File: config.mk
export PLATFORM = sky130hd
export DESIGN_NAME = decim_cascade_ctrl
export DESIGN_NICKNAME = d
export VERILOG_FILES = /design/src/rtl/dsp_ctrl_pkg.sv /design/src/rtl/sat_counter.sv /design/src/rtl/decim_cascade_ctrl.sv
export SDC_FILE = /design/constraint.sdc
export NUM_CORES = 1
export LEC_CHECK = 0
export CAP_MARGIN = 0
export CORE_UTILIZATION = 53
export CTS_BUF_LIST = sky130_fd_sc_hd__clkbuf_8
export DETAILED_ROUTE_END_ITERATION = 8
export MAX_ROUTING_LAYER = met4
export PLACE_DENSITY_LB_ADDON = 0.12
export RECOVER_POWER = 25
export SETUP_SLACK_MARGIN = 0.15
export SLEW_MARGIN = 20
export SYNTH_ARGS = -nofsm -noshare
export SYNTH_HDL_FRONTEND = slang
export SYNTH_SLANG_ARGS = --single-unit
File: constraint.sdc
create_clock -name clk -period 2.2 [get_ports clk]
set_input_delay 0.44 -clock clk [delete_from_list [all_inputs] [get_ports clk]]
set_output_delay 0.44 -clock clk [all_outputs]
set_load 0.1 [all_outputs]
File: src/rtl/dsp_ctrl_pkg.sv
`default_nettype none
// ============================================================================
// Module : dsp_ctrl_pkg
// Brief  : Shared types and helpers for the decimator cascade control logic.
// Rev    : 1.0 - initial release
// ============================================================================
package dsp_ctrl_pkg;

    typedef enum logic [1:0] {
        RUN    = 2'd0,
        DRAIN  = 2'd1,
        APPLY  = 2'd2,
        SETTLE = 2'd3
    } decim_ctrl_state_e;

    function automatic logic [5:0] popcount(input logic [31:0] value);
        logic [5:0] n;
        n = '0;
        for (int i = 0; i < 32; i++) begin
            n = n + {5'b0, value[i]};
        end
        return n;
    endfunction

endpackage
`default_nettype wire

File: src/rtl/sat_counter.sv
`default_nettype none
// ============================================================================
// Module : sat_counter
// Brief  : Saturating up-counter with synchronous clear that beats increment.
// Rev    : 1.0 - initial release
// ============================================================================
module sat_counter #(
    parameter int WIDTH = 16
) (
    input  logic             clk,
    input  logic             arst_n,
    input  logic             inc,
    input  logic             clr,
    output logic [WIDTH-1:0] cnt
);

    logic [WIDTH-1:0] r_cnt;

    always_ff @(posedge clk or negedge arst_n) begin
        if (!arst_n) begin
            r_cnt <= '0;
        end else if (clr) begin
            r_cnt <= '0;
        end else if (inc && (r_cnt != {WIDTH{1'b1}})) begin
            r_cnt <= r_cnt + 1'b1;
        end
    end

    assign cnt = r_cnt;

endmodule
`default_nettype wire

File: src/rtl/decim_cascade_ctrl.sv
`default_nettype none
// ============================================================================
// Module : decim_cascade_ctrl
// Brief  : Bypass-mask owner and valid gating for a cascade of decimate-by-2
//          stages; reconfigures via drain / apply / settle / resume.
// Rev    : 1.0 - initial release
// ============================================================================
module decim_cascade_ctrl #(
    parameter int                  N_STAGES     = 4,
    parameter logic [N_STAGES-1:0] RESET_MASK   = '1,
    parameter int                  DRAIN_CYCLES = 6,
    parameter int                  SETTLE_OUT   = 8,
    parameter int                  CNT_WIDTH    = 16
) (
    input  logic                              clk,
    input  logic                              arst_n,
    input  logic                              cfg_req,
    input  logic [N_STAGES-1:0]               cfg_mask,
    output logic                              cfg_ack,
    output logic                              cfg_busy,
    input  logic                              src_valid,
    output logic                              stage_valid_in,
    output logic [N_STAGES-1:0]               stage_bypass,
    input  logic                              chain_valid_out,
    output logic                              out_valid,
    output logic [$clog2(N_STAGES+1)-1:0]     ratio_log2,
    input  logic                              cnt_clr,
    output logic [CNT_WIDTH-1:0]              drop_cnt
);

    import dsp_ctrl_pkg::*;

    // DRAIN_CYCLES is expected to be at least 1.
    localparam int c_DW = $clog2(DRAIN_CYCLES + 1);
    localparam int c_SW = (SETTLE_OUT > 0) ? $clog2(SETTLE_OUT + 1) : 1;
    localparam logic [c_DW-1:0] c_DRAIN_LAST  = c_DW'(DRAIN_CYCLES - 1);
    localparam logic [c_SW-1:0] c_SETTLE_LAST = c_SW'((SETTLE_OUT > 0) ? SETTLE_OUT - 1 : 0);

    decim_ctrl_state_e   r_state, w_state_nxt;
    logic [N_STAGES-1:0] r_bypass;
    logic [N_STAGES-1:0] r_mask;
    logic [c_DW-1:0]     r_drain_cnt;
    logic [c_SW-1:0]     r_settle_cnt;
    logic                r_ack;
    logic                r_busy;

    logic                w_ack_nxt;
    logic                w_start;
    logic                w_apply;
    logic                w_drop_inc;
    logic [31:0]         w_active_ext;
    logic [5:0]          w_pc;
    logic                w_unused_pc;

    always_comb begin
        w_state_nxt = r_state;
        w_ack_nxt   = 1'b0;
        w_start     = 1'b0;
        w_apply     = 1'b0;
        case (r_state)
            RUN: begin
                // The ack cycle itself never accepts, so a held req is not re-taken.
                if (cfg_req && !r_ack) begin
                    if (cfg_mask == r_bypass) begin
                        w_ack_nxt = 1'b1;
                    end else begin
                        w_start     = 1'b1;
                        w_state_nxt = DRAIN;
                    end
                end
            end
            DRAIN: begin
                if (r_drain_cnt == c_DRAIN_LAST) begin
                    w_state_nxt = APPLY;
                end
            end
            APPLY: begin
                w_apply = 1'b1;
                if (SETTLE_OUT == 0) begin
                    w_state_nxt = RUN;
                    w_ack_nxt   = 1'b1;
                end else begin
                    w_state_nxt = SETTLE;
                end
            end
            SETTLE: begin
                if (chain_valid_out && (r_settle_cnt == c_SETTLE_LAST)) begin
                    w_state_nxt = RUN;
                    w_ack_nxt   = 1'b1;
                end
            end
            default: begin
                w_state_nxt = RUN;
            end
        endcase
    end

    always_ff @(posedge clk or negedge arst_n) begin
        if (!arst_n) begin
            r_state      <= RUN;
            r_bypass     <= RESET_MASK;
            r_mask       <= RESET_MASK;
            r_drain_cnt  <= '0;
            r_settle_cnt <= '0;
            r_ack        <= 1'b0;
            r_busy       <= 1'b0;
        end else begin
            r_state <= w_state_nxt;
            r_ack   <= w_ack_nxt;
            if (w_start) begin
                r_mask <= cfg_mask;
                r_busy <= 1'b1;
            end else if (r_ack) begin
                r_busy <= 1'b0;
            end
            if (w_apply) begin
                r_bypass <= r_mask;
            end
            r_drain_cnt <= (r_state == DRAIN) ? r_drain_cnt + 1'b1 : '0;
            if (r_state != SETTLE) begin
                r_settle_cnt <= '0;
            end else if (chain_valid_out) begin
                r_settle_cnt <= r_settle_cnt + 1'b1;
            end
        end
    end

    assign w_drop_inc = src_valid && ((r_state == DRAIN) || (r_state == APPLY));

    sat_counter #(
        .WIDTH (CNT_WIDTH)
    ) u_drop_cnt (
        .clk    (clk),
        .arst_n (arst_n),
        .inc    (w_drop_inc),
        .clr    (cnt_clr),
        .cnt    (drop_cnt)
    );

    always_comb begin
        w_active_ext                 = '0;
        w_active_ext[N_STAGES-1:0]   = ~r_bypass;
    end

    assign w_pc        = popcount(w_active_ext);
    assign w_unused_pc = ^w_pc;

    assign stage_valid_in = src_valid & ((r_state == RUN) | (r_state == SETTLE));
    assign out_valid      = chain_valid_out & (r_state == RUN);
    assign stage_bypass   = r_bypass;
    assign ratio_log2     = w_pc[$clog2(N_STAGES+1)-1:0];
    assign cfg_ack        = r_ack;
    assign cfg_busy       = r_busy;

endmodule
`default_nettype wire

==> impl_metrics.json, run 1 <==
{
  "nNetsFinal": 247,
  "vias_per_cell": 5.67,
  "cts_tree": "done",
  "synth_edf_count": 0,
  "r2r_start": "stage_bypass[3]",
  "synth_compound_area_frac": 0.0935,
  "crit_fanout": 2,
  "path_common_cell": "ha_4",
  "cts_max_level": 2,
  "synthTopCellsByArea": "dfrtp_1 (36%), dfstp_2 (11%), ha_1 (7.2%)",
  "clkTransAtPathRegs_ps": 70,
  "hp-start": "cfg_busy",
  "diodes": 0,
  "avgSynthCellArea_um2": 10.8,
  "die_h_um": 61.9,
  "post_dp_cell_area_um2": 2450,
  "instances_no_fill": 272,
  "root_buffer": "clkbuf_8",
  "area_growth_pct": 38.3,
  "ys_types": 40,
  "path_class": "register to primary output",
  "cp-startpoint": "stage_bypass[1]",
  "grt_pass1_vias": 1419,
  "status": "complete, but fails checks",
  "synthMuxAreaShare": 0.0810,
  "clk_latency_ps": 290,
  "synth-adder-area-share": 0.0830,
  "setup_viol": 3,
  "die_area_um2": 3830,
  "ant_nets": 0,
  "core_um2": 3390,
  "arrival_ps": 1920,
  "max-cap-violations": 0,
  "synth_top_family_by_area": "simple AND/OR/NAND/NOR gates",
  "ys_ff_latch": 35,
  "synth_top_cell_area_share": 0.356,
  "finalInstanceArea_um2": 2630,
  "multiInputGateArea_um2": 1020,
  "antenna_found_initial": 0,
  "path_buf_inv": 2,
  "rsz0062_at_grt": "yes",
  "yosys_warnings": 0,
  "track_usage": 0.254,
  "synthFlopType": "dfrtp_1",
  "syn_nets": 198,
  "grt_max_degree": 36,
  "end_kind": "primary output",
  "vias": 1541,
  "crit_chain": "fa_1 > inv_2 > ha_4 > ha_4 > buf_12",
  "layout_setup_ws_ps": -165,
  "critPathMaxStageDelay_ps": 550,
  "period_share": 1.07,
  "synthXorXnorAreaFrac": 0.0415,
  "clock_path_buffers": 2,
  "finClkSkew_ps": 4.76,
  "violations": "negative setup slack",
  "layout-drive-gt1-share": 0.429,
  "cts_made_buffers": 5,
  "grt_pass1_wl_mm": 6.56,
  "clock.fmax_mhz": 423,
  "drtPass1Iterations": 4,
  "seq_area_um2": 926,
  "ctsHoldBuffers": 0,
  "grt_overflow": 0,
  "port_buffers": 36,
  "yosysSeqAreaShare": 0.466,
  "start_util": 0.560,
  "rows": 21,
  "netlist_area_um2": 1900,
  "path_delay_family": "adder cells",
  "routed_wl_mm": 4.38,
  "cp_slowest_cell": "fa_1",
  "async_reset_ff_frac": 1.00,
  "cts_sinks": 35,
  "drv_slew": 0,
  "chipWidth_um": 61.9,
  "critPathLaunchType": "register",
  "hp-class": "register to register",
  "critPathRequiredTime_ps": 1760,
  "ioPinCount": 37,
  "fillers": 220,
  "drt_iter0_drc": 63,
  "netlist_instances": 176,
  "dp.cells": 259,
  "timing.slew.headroom": 0.435,
  "worst_pin_slew_ps": 847,
  "drt-wirelength-per-cell_um": 16.1,
  "yosys.area_share.simple": 0.206,
  "fin_crit_ps": 2360,
  "place.gp.congestion": 0.891,
  "drc": 0,
  "hpwl_mm": 3.13,
  "dpl_worst_slack_ps": -44.5,
  "synth_largest_area_cell": "dfrtp_1",
  "finalHoldViolations": 0
}
## stage by stage
| stage | setup TNS [ps] | utilization | hold slack [ps] |
|---|---|---|---|
| 4_1_cts | -316 | 0.763 | 490 |
| 6_report | -258 | 0.775 | 487 |
| 3_5_place_dp | -125 | 0.724 | 474 |
| 3_3_place_gp | 0 | 0.724 | 449 |
| 5_1_grt | -378 | 0.775 | 517 |
| 2_1_floorplan | -37.4 | - | 144 |
## cells in the mapped netlist, types with 3 or more instances
master	instances
nand2_1	9
or4_1	4
nor2b_1	10
o31ai_1	3
dfrtp_1	27
mux2i_1	3
clkbuf_1	4
or3_1	4
o21ai_0	3
xor2_1	7
inv_1	9
ha_1	11
and2_1	6
a311oi_1	3
nand3_1	3
a21oi_1	8
mux2_2	11
dfstp_2	8
nor2_1	10
nor3_1	4
nand4_1	3
## registers in the layout, indices dropped and copies added, names as in the netlist
signal / count
u_drop_cnt.cnt: 16
r_drain_cnt: 3
cfg_busy: 1
stage_bypass: 4
r_state: 2
r_settle_cnt: 4
cfg_ack: 1
r_mask: 4
## worst paths after layout
| kind | end | slack, ps | cells after the start |
|---|---|---|---|
| max in group asynchronous | u_drop_cnt.cnt[1] | 790 | 2 |
| min in group asynchronous | r_settle_cnt[1] | 790 | 2 |
| min | cfg_busy | 490 | 1 |
| max | ratio_log2[1] | -160 | 5 |
| min reg2reg | cfg_busy | 490 | 1 |
| max reg2reg | r_mask[1] | 170 | 5 |
## kinds of logic (layout without fill, tap and decap cells)
| family | after synthesis | in the layout |
|---|---|---|
| AOI/OAI and AO/OA | 26 | 26 |
| xor gates and xnor gates | 9 | 9 |
| adders and majority gates | 12 | 12 |
| buffers and inverters | 14 | 64 |
| DFF | 35 | 35 |
| muxes | 14 | 14 |
| and+or+nand+nor | 66 | 66 |
## cell type report
class                   instances  area share
clock inverters                 1     0.00143
inverters                       9      0.0129
clock buffers                   7      0.0367
repair buffers                 47       0.185
multi-input cells             127       0.390
well taps                      46      0.0219
flip-flops and latches         35       0.352
## repair_timing
item,in CTS,in global routing
resized for setup,3,6
hold endpoints to repair,0,0
pin swaps,1,2
setup buffers,2,3
endpoints found under the setup margin,6,14
## per-layer routing
layer,up-vias,track usage,part of all wire
met3,8,0.0600,0.052
met2,60,0.415,0.52
met5,-,-,0
met1,745,0.290,0.41
li1,728,-,-
met4,0,0.133,0.015
## cell usage in the layout, fill, tap and decap left out, types with 3 or more instances in the layout
cell              n
inv_2             3
buf_4            28
nand2_1           9
inv_1             7
ha_4              3
o31ai_1           3
buf_12            9
dfstp_2           4
or3_1             3
o21ai_0           3
nor2b_1           8
nand3_1           3
dfrtp_1          11
clkbuf_8          7
clkdlybuf4s50_1   8
ha_1              8
mux2i_1           3
dfstp_4           4
nor3_1            4
nand4_1           3
xor2_1            7
mux2_2           11
dfrtp_2          14
a21oi_1           8
and2_1            6
nor2_1           10
or4_1             4
Power of run 1 is not shown: default switching activity piles up to over one toggle a cycle in this logic, so the estimate is an artifact.
==> run 2, diff against run 1 <==
--- a/config.mk
+++ b/config.mk
@@ -6,7 +6,10 @@
 export NUM_CORES = 1
 export LEC_CHECK = 0
 export CAP_MARGIN = 0
-export CORE_UTILIZATION = 53
+export CELL_PAD_IN_SITES_DETAIL_PLACEMENT = 0
+export CELL_PAD_IN_SITES_GLOBAL_PLACEMENT = 1
+export CORE_MARGIN = 2
+export CORE_UTILIZATION = 42
 export CTS_BUF_LIST = sky130_fd_sc_hd__clkbuf_8
 export DETAILED_ROUTE_END_ITERATION = 8
 export MAX_ROUTING_LAYER = met4
==> run 2 against run 1 <==
Compared with the run above: the flow still finishes with violations (negative setup slack); first-iteration DRC count down 7.9%; non-clock buffer count fell by 2; count of clock-buffer cells in the layout down 2; clock skew grew 4.4 ps; sequential share of layout area about the same; flip-flop and latch count unchanged; register-to-register slack better by 80 ps; routed wire length is 6.8% lower; critical path depth unchanged; final cell count rose by 1.5%; global-route usage shrank 7.3 points.
==> impl_metrics.json, run 2 (synthesized netlist as in run 1, its figures left out) <==
{
  "status": "complete, but fails checks",
  "violations": "negative setup slack",
  "routed_wl_mm": 4.08,
  "crit_fanout": 2,
  "most-common-layout-cells": "buf_4 (26), dfrtp_2 (14), mux2_2 (11), dfrtp_1 (11), nor2_1 (10)",
  "fin_crit_ps": 2360,
  "port_buffers": 36,
  "post_dp_cell_area_um2": 2450,
  "fillers": 378,
  "min_to": "r_drain_cnt[0]",
  "grt_pass1_wl_mm": 7.18,
  "rows": 24,
  "r2r_start": "r_state[0]",
  "nNetsFinal": 245,
  "root_buffer": "clkbuf_8",
  "track_usage": 0.181,
  "finalHoldViolations": 0,
  "layout-drive-gt1-share": 0.420,
  "drt_iter0_drc": 58,
  "layout_setup_ws_ps": -164,
  "hp-class": "register to register",
  "drc": 0,
  "critPathLaunchType": "register",
  "hp-start": "r_drain_cnt[0]",
  "max-cap-violations": 0,
  "reg2reg_to": "u_drop_cnt.cnt[9]",
  "seq_area_um2": 926,
  "r2r_slack_ps": 250,
  "drv_slew": 0,
  "ioPinCount": 37,
  "place.gp.congestion": 0.884,
  "grt_pass1_vias": 1565,
  "clk_latency_ps": 290,
  "critPathRequiredTime_ps": 1760,
  "ff2ff_path_depth": 6,
  "worst_pin_slew_ps": 869,
  "area_growth_pct": 38.2,
  "period_share": 1.07,
  "vias": 1502,
  "path_class": "register to primary output",
  "dp.cells": 263,
  "finClkSkew_ps": 9.21,
  "dpl_worst_slack_ps": -42.3,
  "setup_viol": 3,
  "start_util": 0.436,
  "grt_overflow": 0,
  "largest_register_ff_count": 16,
  "die_area_um2": 5080,
  "finalInstanceArea_um2": 2630,
  "ant_nets": 0,
  "rsz0062_at_grt": "yes",
  "hpwl_mm": 3.02,
  "clock_path_buffers": 2,
  "arrival_ps": 1920,
  "drtPass1Iterations": 4,
  "chipWidth_um": 71.2,
  "grt_max_degree": 36,
  "antenna_found_initial": 0,
  "clkTransAtPathRegs_ps": 80,
  "clock.fmax_mhz": 423,
  "die_h_um": 71.2,
  "vias_per_cell": 5.44,
  "end_kind": "primary output",
  "holdPathStages": 1,
  "timing.slew.headroom": 0.421,
  "instances_no_fill": 276,
  "cts_sinks": 35,
  "layout_commonest_cell": "buf_4",
  "drt-wirelength-per-cell_um": 14.8,
  "multiInputGateArea_um2": 1020,
  "cts_max_level": 2,
  "cts_made_buffers": 5,
  "cp-startpoint": "stage_bypass[3]",
  "core_um2": 4350,
  "diodes": 0,
  "cts_tree": "done"
}
==> run 2: changes by cell type in the layout (fill, tap and decap cells not counted) <==
cell / change
buf_4: -2
bufinv_16: +1
a311oi_1: +1
nor2b_1: +1
clkinv_4: +1
a311oi_2: -1
and2_2: +1
and2_1: -1
nor2b_2: -1
clkinv_2: +1
inv_2: -1
clkbuf_8: -2
==> run 2: worst max path at each step <==
stage	to	slack, ps
after floorplan	ratio_log2[2]	-20
after detailed placement	u_drop_cnt.cnt[15]	-40
after global routing	ratio_log2[1]	-230
after CTS	ratio_log2[1]	-180
final	ratio_log2[1]	-160
after global placement	u_drop_cnt.cnt[9]	50
==> run 2: repair_timing <==
item | CTS | global route
hold buffers | 0 | 0
pin swaps | 1 | 1
setup buffers | 3 | 2
setup endpoints to repair | 7 | 12
resized for setup | 4 | 3
==> run 2: routing by layer <==
layer	global-route usage	routed length (um)	vias up
li1	-	-	722
met4	0.0524	36	0
met2	0.299	2120	30
met3	0.0450	194	5
met1	0.219	1730	745
met5	-	0	-
==> run 2: area by class of cell <==
cell class	count	share of cell area
Clock buffer	5	0.0262
Clock inverter	3	0.0167
Inverter	9	0.0129
Multi-Input combinational cell	127	0.388
Sequential cell	35	0.353
Tap cell	52	0.0248
Timing Repair Buffer	45	0.179
==> run 2: critical path, stage by stage (launching register included) <==
cell     delay, ps
dfstp_4        470
fa_1           550
inv_2           40
ha_4           150
ha_4           260
buf_12         160
==> run 2: metrics by stage <==
step	TNS, ps	hold WS [ps]	util
5_1_grt	-437	516	0.603
3_5_place_dp	-69.9	482	0.562
2_1_floorplan	-37.4	144	-
3_3_place_gp	0	450	0.562
4_1_cts	-302	495	0.597
6_report	-244	486	0.603
Power of run 2 is left out for the same reason.
